$ cat config.mk
export PLATFORM = sky130hd
export DESIGN_NAME = path_capture_monitor
export DESIGN_NICKNAME = d
export VERILOG_FILES = /design/src/rtl/path_capture_monitor.sv
export SDC_FILE = /design/constraint.sdc
export NUM_CORES = 1
export LEC_CHECK = 0
export CAP_MARGIN = 20
export CORE_MARGIN = 1
export CORE_UTILIZATION = 42
export CTS_BUF_LIST = sky130_fd_sc_hd__clkbuf_8
export DETAILED_ROUTE_END_ITERATION = 10
export MAX_ROUTING_LAYER = met4
export PLACE_DENSITY = 0.7
export SLEW_MARGIN = 20
export SYNTH_ARGS = -nofsm -noshare
export SYNTH_HDL_FRONTEND = slang
export SYNTH_SLANG_ARGS = --single-unit
export TNS_END_PERCENT = 50
$ cat constraint.sdc
create_clock -name clk -period 7.1 [get_ports clk]
set_clock_uncertainty 0.2 [all_clocks]
set_input_delay 0.71 -clock clk [delete_from_list [all_inputs] [get_ports clk]]
set_output_delay 0.71 -clock clk [all_outputs]
set_load 0.02 [all_outputs]
$ cat src/rtl/path_capture_monitor.sv
// Purpose: at-speed path monitor. Drives a pseudo-random pattern into an external
//          launch flop and counts per-path mismatches on the captured taps.
// Latency: start -> 2 PRIME cycles -> 'cycles' RUN cycles -> 1-cycle done pulse.
// Backpressure: none; start is accepted only in IDLE and is otherwise dropped.
//
// Ports:
//   clk, rst  : clock, asynchronous active-high reset
//   start     : request a run; cycles is sampled when start is accepted
//   launch_q  : pattern bit for the external launch flop D input
//   tap_d     : Q of each capture flop at the end of its delay path
//   busy/done : run in progress / one-cycle end-of-run pulse
//   fail      : sticky per-path mismatch flags
//   err_cnt   : per-path saturating mismatch counters, path i at [i*CNT_W +: CNT_W]
module path_capture_monitor #(
    parameter int          NTAP  = 5,
    parameter int          CNT_W = 8,
    parameter logic [15:0] SEED  = 16'hACE1
) (
    input  logic                  clk,
    input  logic                  rst,
    input  logic                  start,
    input  logic [15:0]           cycles,
    output logic                  launch_q,
    input  logic [NTAP-1:0]       tap_d,
    output logic                  busy,
    output logic                  done,
    output logic [NTAP-1:0]       fail,
    output logic [NTAP*CNT_W-1:0] err_cnt
);

    typedef enum logic [1:0] {IDLE, PRIME, RUN, DONE} state_t;

    localparam logic [CNT_W-1:0] CNT_MAX = '1;
    localparam logic [CNT_W-1:0] CNT_ONE = {{(CNT_W-1){1'b0}}, 1'b1};

    state_t      state;
    logic        prime_ph;   // 0 in first PRIME cycle, 1 in second
    logic [15:0] lfsr;
    logic [15:0] rem;
    logic [1:0]  hist;       // hist[0] = launch_q one cycle ago, hist[1] = two cycles ago
    logic [15:0] lfsr_step;

    // Fibonacci LFSR x^16+x^14+x^13+x^11+1, shifting right, output at bit 0
    assign lfsr_step = {lfsr[0] ^ lfsr[2] ^ lfsr[3] ^ lfsr[5], lfsr[15:1]};

    // Outputs are registered with the value they must have in the next state,
    // so launch_q tracks lfsr[0] during PRIME/RUN without any decode logic.
    always_ff @(posedge clk or posedge rst) begin
        if (rst) begin
            state    <= IDLE;
            prime_ph <= 1'b0;
            lfsr     <= SEED;
            rem      <= '0;
            hist     <= '0;
            launch_q <= 1'b0;
            busy     <= 1'b0;
            done     <= 1'b0;
            fail     <= '0;
            err_cnt  <= '0;
        end else begin
            // Launch-to-capture is one launch edge plus a single-cycle path
            hist <= {hist[0], launch_q};

            case (state)
                IDLE: begin
                    if (start) begin
                        state    <= PRIME;
                        prime_ph <= 1'b0;
                        lfsr     <= SEED;
                        rem      <= cycles;
                        fail     <= '0;
                        err_cnt  <= '0;
                        launch_q <= SEED[0];
                        busy     <= 1'b1;
                    end
                end

                PRIME: begin
                    lfsr <= lfsr_step;
                    if (!prime_ph) begin
                        prime_ph <= 1'b1;
                        launch_q <= lfsr_step[0];
                    end else if (rem == 16'd0) begin
                        state    <= DONE;
                        launch_q <= 1'b0;
                        busy     <= 1'b0;
                        done     <= 1'b1;
                    end else begin
                        state    <= RUN;
                        launch_q <= lfsr_step[0];
                    end
                end

                RUN: begin
                    lfsr <= lfsr_step;
                    rem  <= rem - 16'd1;
                    for (int i = 0; i < NTAP; i++) begin
                        if (tap_d[i] != hist[1]) begin
                            fail[i] <= 1'b1;
                            if (err_cnt[i*CNT_W +: CNT_W] != CNT_MAX)
                                err_cnt[i*CNT_W +: CNT_W] <= err_cnt[i*CNT_W +: CNT_W] + CNT_ONE;
                        end
                    end
                    if (rem == 16'd1) begin
                        state    <= DONE;
                        launch_q <= 1'b0;
                        busy     <= 1'b0;
                        done     <= 1'b1;
                    end else begin
                        launch_q <= lfsr_step[0];
                    end
                end

                DONE: begin
                    state <= IDLE;
                    done  <= 1'b0;
                end

                default: begin
                    state    <= IDLE;
                    launch_q <= 1'b0;
                    busy     <= 1'b0;
                    done     <= 1'b0;
                end
            endcase
        end
    end

endmodule

Word level (Yosys, flattened, before mapping)

Index checks and enable logic that the tools add are counted.
Widths: inputs -> output; s select.

Input port bits: 24
Output and inout port bits: 48
Bits in registers: 85

Bitwise gates (word level): 3
Add/sub/neg operators: 6
Equality and inequality tests: 28
Reduce and logical (&&, ||, !) cells: 25
Muxes and demuxes: 43

Operator list:

| kind                  | count |
|---|---|
| $mux 8                | 10 |
| $pmux 40 s2           | 1 |
| $pmux 16 s2           | 2 |
| $add 8x1->8 const B   | 5 |
| $mux 40               | 1 |
| $ne 8x8->1 const B    | 5 |
| $mux 16               | 2 |
| $ne 2x2->1 const B    | 14 |
| $reduce_and 4->1      | 6 |
| $reduce_and 3->1      | 6 |
| $mux 1                | 17 |
| $eq 16x1->1 const B   | 1 |
| $logic_not 16->1      | 1 |
| $sub 16x1->16 const B | 1 |
| $pmux 5 s2            | 1 |
| $pmux 1 s3            | 3 |
| $pmux 2 s4            | 1 |
| $reduce_and 2->1      | 4 |
| $mux 2                | 3 |
| $reduce_bool 2->1     | 3 |
| $reduce_bool 3->1     | 2 |
| $mux 5                | 1 |
| $ne 1x1->1            | 5 |
| $reduce_and 5->1      | 1 |
| 6 further kinds       | 9 |

Longest topological paths before layout

Gate-level depths: netlist of run 1.

Word-level depth: 4
Gate-level depth with buffers: 9

Worst setup path before layout of run 1

No wires, ideal clock.

Path type: register to register
Start: register state[0]
End: register rem[5]
Period minus slack after synthesis: 2226 ps
Cell stages (with the launch flop): 10
Data required time: 6763 ps
Library setup time: 137 ps
Path slack: 4874 ps
Arrival: 1889 ps
Cell sequence: dfrtp_1 -> inv_1 -> ha_1 -> buf_2 -> mux2i_1 -> clkbuf_1 -> clkbuf_1 -> nor2_1 -> nor2_1 -> a21oi_1

Longest elaborated chain between the ends: 3
Elaborated cells between the ends (all ways): 6
Those cells by class: eq/ne (2); mux (1); reduce/logical (3)

RTL lines:

| item                                                             | RTL line | RTL |
|---|---|---|
| start, declared                                                  | 36       | `state_t state;` |
| start signal, assigned                                           | 50       | `state <= IDLE;` |
| start signal, assigned                                           | 67       | `state <= PRIME;` |
| start signal, assigned                                           | 84       | `state <= DONE;` |
| $eq 2x2->1 or $logic_not 2->1 (tied branches)                    | 64       | `case (state)` |
| $reduce_bool 2->1 (no source line) or $ne 2x2->1 (tied branches) | -        |  |
| $reduce_and 2->1 (no source line)                                | -        |  |
| end signal, assigned                                             | 70       | `rem <= cycles;` |
| end signal, assigned                                             | 96       | `rem <= rem - 16'd1;` |
| end, declared                                                    | 39       | `logic [15:0] rem;` |

Parallel ways exist; a longest one is shown, timed or not.
A chain may end at the register's enable or synchronous reset.

Worst setup path after layout of run 1

Start: register state[0]
End: register err_cnt[39]

Longest elaborated chain between the ends: 3
Elaborated cells between the ends (all ways): 8
Those cells by class: eq/ne (4); mux (1); reduce/logical (3)

RTL lines:

| item                                                             | RTL line | RTL |
|---|---|---|
| $eq 2x2->1 or $logic_not 2->1 (tied branches)                    | 64       |  |
| $ne 2x2->1 (no source line) or $reduce_bool 2->1 (tied branches) | -        |  |
| $reduce_and 4->1 (no source line)                                | -        |  |
| end signal, assigned by index                                    | 101      | `err_cnt[i*CNT_W +: CNT_W] <= err_cnt[i*CNT_W +: CNT_W] + CNT_ONE;` |
| end, declared                                                    | 28       | `output logic [NTAP*CNT_W-1:0] err_cnt` |

Parallel ways exist; a longest one is shown, timed or not.

==> impl_metrics.yaml, run 1 <==
timing:
  slew_headroom_pct: 47.8
  period_minus_slack_ns: 3.53
  fmax_ghz: 0.283
  setup_ws_ns: 3.57
  finalHoldViolCount: 0
  slew_viol_final: 0
  tns_ns: 0
  setup_viol: 0
  finalCritPeriodShare_pct: 49.8
  tightest_slew_ns: 0.784
  holdWs_ns: 0.153
  rsz0062_at_grt: "false"
drt:
  totalWireLength_mm: 10.0
  vias: 3623
  ant_nets: 0
  drc: 0
  firstDrtPassIters: 4
  vias_per_cell: 5.48
  avgRoutedWirePerCell_um: 15.1
  drt_iter0_drc: 233
floorplan:
  start_util_pct: 43.0
  placementRows: 37
  die_area_um2: 10900
  die_w_um: 104
  ios: 72
  die_h_um: 104
  core_area_um2: 10200
global_route:
  antenna_found_initial: 0
  grt_pass1_wl_mm: 16.7
  grt_pass1_vias: 3282
  overflow: 0
  grt_use_total_pct: 19.8
  grt_max_degree: 86
logic_synthesis:
  synth_top_cell_area_share_pct: 43.8
  ys_seq_area_share_pct: 48.6
  synthCells: 453
  syn-num-nets: 489
  synthFlopType: "dfrtp_1"
  synth_largest_area_cell: "dfrtp_1"
  post_synth.cell_area_avg_um2: 9.71
  synthTopCellsByArea: "dfrtp_1, a21oi_1, dfstp_2"
  ys_types: 59
  ys_warn_count: 0
  syn-cell-area_um2: 4400
  ys_seq_elements: 85
  synth_edf_count: 0
  synth-async-reset-ratio_pct: 100
placed_design:
  port_buffers: 71
  pre_cts_slack_ns: 3.57
  globalplace.congestion: 0.775
  dp_cells: 645
  placed_cell_area_um2: 5240
  dpl.hpwl_mm: 6.74
power_and_ir_drop:
  p_per_area_nw_per_um2: 402
  swShare_pct: 43.2
  p_clk_share_pct: 16.0
  p_leak_nw: 2.20
  comb_power_share_pct: 45.9
  peakVddDrop_mv: 0.156
  p_sw_w: 0.000945
  p_int_w: 0.00124
  pwr-share-seq_pct: 38.2
worst_setup_path:
  end_kind: "register"
  r2r_start: "state[0]"
  path_cells: "inv_1 -> ha_2 -> buf_4 -> mux2_2 -> o221ai_1 -> nor4_1 -> xnor2_1 -> nor2_1"
  worstSetupPathType: "register to register"
  slowest_stage: "mux2_2"
  cp-start-kind: "register"
  startpoint: "state[0]"
  critPathMaxFanout: 67
  cpPeakStageDelay_ns: 0.72
  cp.required_ns: 7.14
  cp_data_arrival_time_ns: 3.58
cts:
  cts_resized: 0
  clock_latency_ns: 0.36
  cts.clk_slew.worst_paths_ns: 0.09
  postCtsSetupBuffers: 0
  root_buffer: "clkbuf_8"
  cts_made_buffers: 9
  cts_max_path_buffers: 2
  cts_tree: "built"
  cts_sinks: 85
  cts_hold_buf: 0
  h-tree-depth: 3
status:
  status: "completed"
finish:
  synthToLayoutAreaGrowth_pct: 23.7
  nets: 556
  multi_input_area_um2: 2140
  fin_area_um2: 5440
  seq_area_um2: 2140
  nFillCells: 906
  num_antenna_cells: 0
  drive_above_1_share_pct: 9.52
  final_cells: 661
flow_run:
  drv_cap: 0
worst_hold_path:
  hold_path_class: "register to register"
  hold_start: "hist[0]"
## registers in the layout, indices dropped and copies added (netlist names)
register,flops
err_cnt,40
lfsr,16
rem,16
fail,5
hist,2
state,2
busy,1
done,1
launch_q,1
prime_ph,1
## Yosys cell counts, types with 3 or more instances
cell / number
a21oi_1: 42
a22o_1: 9
a41o_1: 3
and3_1: 4
buf_2: 4
clkbuf_1: 12
dfrtp_1: 77
dfstp_2: 8
ha_1: 12
inv_1: 13
mux2_2: 5
mux2i_1: 4
nand2_1: 35
nand2b_1: 5
nand3_1: 21
nand4_1: 12
nor2_1: 55
nor3_1: 8
nor4_1: 4
o21ai_0: 27
o22a_1: 8
o22ai_1: 6
o31ai_1: 5
xnor2_1: 20
xor2_1: 12
## worst max-delay path, delay by kind of cell, from the launching register on
kind / cells / cell delay, ns
mux: 1 / 0.72
buf+inv: 2 / 0.68
compound gates: 1 / 0.54
simple gates: 2 / 0.49
flops: 1 / 0.44
fa+ha+maj: 1 / 0.18
xor+xnor: 1 / 0.16
## layout make-up
type                            count  share of cell area, %
Clock buffer                        9                   2.28
Multi-Input combinational cell    336                   39.4
Clock inverter                      7                   1.33
Inverter                           13                  0.920
Tap cell                          136                   3.13
Sequential cell                    85                   39.3
Timing Repair Buffer               75                   13.7
## per-stage QoR
| step | utilization, % | power (W) |
|---|---|---|
| global route | 53.2 | 0.00235 |
| CTS | 53.1 | 0.00220 |
| floorplan | - | 0.00154 |
| global placement | 51.2 | 0.00180 |
| finish | 53.2 | 0.00219 |
| detailed placement | 51.2 | 0.00184 |
## power by group through the flow
stage	Combinational (W)	Sequential, W	Clock (W)
5_1_grt	0.00111	0.000859	0.000374
3_3_place_gp	0.000970	0.000831	0
2_1_floorplan	0.000684	0.000856	0
4_1_cts	0.00101	0.000832	0.000358
3_5_place_dp	0.00100	0.000839	0
6_report	0.00100	0.000834	0.000349
## worst paths after layout
check	to	cells after the start	slack (ns)
worst min-delay path	hist[1]	0	0.15
min in group asynchronous	err_cnt[19]	3	0.66
worst max-delay path	err_cnt[39]	8	3.57
worst max register to register	err_cnt[39]	8	3.57
worst min register to register	hist[1]	0	0.15
max in group asynchronous	rem[10]	3	5.51
## cells by family (layout without fill, tap and decap cells)
kind of cell	after synthesis	count (layout)	synth area share (%)
buffers and inverters	32	104	2.93
multiplexers	9	9	2.19
AND/OR/NAND/NOR	166	166	19.3
adder cells (fa/ha/maj)	12	12	3.41
AO/OA/AOI/OAI	117	117	17.3
XOR/XNOR	32	32	6.37
flip-flops	85	85	48.6
## per-layer routing
layer	GRT usage [%]	share of wire [%]	routed length [µm]	vias to the layer above
met1	27.7	49	4920	1763
met4	7.45	1.5	148	0
met2	29.1	45	4540	86
met3	2.76	3.9	386	11
li1	-	-	-	1763
met5	-	0	0	-
## placed cells by master, fill, tap and decap left out, types with 3 or more instances in the layout
cell type        synthesis  final
nand2_1                 35     35
nor3_1                   8      8
a21oi_1                 42     42
o21ai_0                 27     27
nand4_1                 12     12
o31ai_1                  5      5
xor2_1                  12     12
dfrtp_1                 77     77
clkinv_2                 0      3
clkbuf_8                 0      9
o22a_1                   8      8
and3_1                   4      4
nor2_1                  55     54
mux2i_1                  4      3
nor4_1                   4      4
a41o_1                   3      3
inv_1                   13     12
ha_1                    12     11
o22ai_1                  6      6
xnor2_1                 20     20
dfstp_2                  8      8
clkdlybuf4s50_1          0     71
nand2b_1                 5      5
mux2_2                   5      5
nand3_1                 21     21
buf_4                    1      3
a22o_1                   9      9
Note: power is estimated with default switching activity, not from simulation.
==> run 2, diff against run 1 <==
Settings changed: PLACE_DENSITY 0.7 to 0.73.
Clock period 7.1 ns to 3.1 ns, I/O delays scaled along.
==> run 2 against run 1 <==
Against the previous run:
- design area is 0.83% higher
- die area stayed put
- cell count is 0.76% higher
- first-iteration DRC count is 5.2% lower
- combinational power is 130% higher
- power is 130% higher
- sequential power is 130% higher
- routed wire length is 0.64% higher
- clock-buffer cell count is 1 higher
- fmax is 41% higher
- sequential share of layout area is 0.32 points lower
- critical path type unchanged
==> impl_metrics.yaml, run 2 (same netlist as run 1, synthesis figures left out) <==
timing:
  fmax_ghz: 0.398
  finalCritPeriodShare_pct: 81.1
  slew_viol_final: 0
  rsz0062_at_grt: "false"
  tightest_slew_ns: 0.719
  finalHoldViolCount: 0
  tns_ns: 0
  period_minus_slack_ns: 2.51
  setup_viol: 0
  slew_headroom_pct: 51.7
global_route:
  grt_pass1_wl_mm: 17.2
  grt_max_degree: 55
  antenna_found_initial: 0
  grt_pass1_vias: 3587
  grt_use_total_pct: 19.9
  overflow: 0
worst_setup_path:
  r2r_end: "err_cnt[39]"
  r2r_start: "state[0]"
  slowest_stage: "dfrtp_1"
  r2r_slack_ns: 0.59
  critPathMaxFanout: 14
  cp-start-kind: "register"
  end_kind: "register"
  cp_data_arrival_time_ns: 2.55
  cpPeakStageDelay_ns: 0.44
  worstSetupPathType: "register to register"
  path_cells: "inv_1 -> ha_2 -> mux2_2 -> o221ai_1 -> buf_4 -> nor4_1 -> xnor2_1 -> nor2_1"
  cp.required_ns: 3.14
  ff2ff_path_depth: 8
flow_run:
  drv_cap: 0
finish:
  regMostFlops: "err_cnt"
  drive_above_1_share_pct: 10.4
  top_regs: "err_cnt: 40 flops, lfsr: 16 flops, rem: 16 flops"
  fin_util_pct: 53.6
  nets: 561
  final_cell_mix: "dfrtp_1, clkdlybuf4s50_1, nor2_1"
  synthToLayoutAreaGrowth_pct: 24.7
  largest_register_ffs: 40
  final_common_cell: "dfrtp_1"
  final_cells: 666
  num_antenna_cells: 0
power_and_ir_drop:
  peakVddDrop_mv: 0.408
  p_leak_nw: 2.23
  p_per_area_nw_per_um2: 916
drt:
  ant_nets: 0
  vias_per_cell: 5.46
  drt_iter0_drc: 221
  avgRoutedWirePerCell_um: 15.1
  firstDrtPassIters: 4
  vias: 3637
  drc: 0
  totalWireLength_mm: 10.1
cts:
  cts_tree: "built"
  cts_max_path_buffers: 2
  h-tree-depth: 3
  root_buffer: "clkbuf_8"
  cts_sinks: 85
  cts_resized: 0
  clock_latency_ns: 0.36
  cts_hold_buf: 0
  postCtsSetupBuffers: 0
  cts.clk_slew.worst_paths_ns: 0.10
  cts_made_buffers: 9
floorplan:
  placementRows: 37
  die_w_um: 104
  core_area_um2: 10200
  die_area_um2: 10900
  start_util_pct: 43.0
  die_h_um: 104
  ios: 72
placed_design:
  dpl.hpwl_mm: 7.07
  dp_cells: 650
  globalplace.congestion: 0.830
  port_buffers: 71
status:
  status: "completed"
worst_hold_path:
  hold_path_class: "input port to asynchronous set/reset pin"
-- run 2: worst max-delay path: cells and delay by family (launching register included) --
family	cells	cell delay, ns
xor gates and xnor gates	1	0.16
adders and majority gates	1	0.39
and+or+nand+nor	2	0.34
buffers and inverters	2	0.35
AOI/OAI and AO/OA	1	0.15
DFF	1	0.44
muxes	1	0.37
-- run 2: routing by layer --
metal | vias to the layer above | track usage, % | part of all wire, %
li1 | 1780 | - | -
met1 | 1766 | 25.8 | 48
met2 | 82 | 31.9 | 47
met3 | 9 | 4.01 | 3.9
met4 | 0 | 4.69 | 1.2
met5 | - | - | 0
-- run 2: per-stage QoR --
step | total power, W | setup WS, ns | area, µm² | hold slack (ns)
2_1_floorplan | 0.00353 | 0.410 | 4400 | 0.131
3_3_place_gp | 0.00417 | 0.707 | 5290 | 0.134
3_5_place_dp | 0.00426 | 0.618 | 5290 | 0.136
4_1_cts | 0.00506 | 0.579 | 5490 | 0.134
5_1_grt | 0.00541 | 0.377 | 5490 | 0.172
6_report | 0.00502 | 0.585 | 5490 | 0.120
-- run 2: how the worst max path moves through the flow --
| stage | from | to |
|---|---|---|
| after floorplan | rst | busy |
| after global placement | state[0] | err_cnt[39] |
| after detailed placement | state[0] | err_cnt[2] |
| after CTS | state[0] | err_cnt[2] |
| after global routing | state[0] | err_cnt[2] |
| final | state[0] | err_cnt[39] |
-- run 2: where the power goes --
group | leakage (nW) | internal (W) | switching, W
Combinational | 1.07 | 0.000987 | 0.00135
Sequential | 1.06 | 0.00152 | 0.000385
Clock | 0.102 | 0.000336 | 0.000452
Total | 2.23 | 0.00284 | 0.00218
-- run 2: final cells by class --
cell class | count | area (µm²)
timing repair buffer | 80 | 791
inverter | 13 | 50.0
fill | 958 | 4740
clock buffer | 10 | 138
tap | 136 | 170
multi-input combinational | 336 | 2140
sequential | 85 | 2140
clock inverter | 6 | 57.6
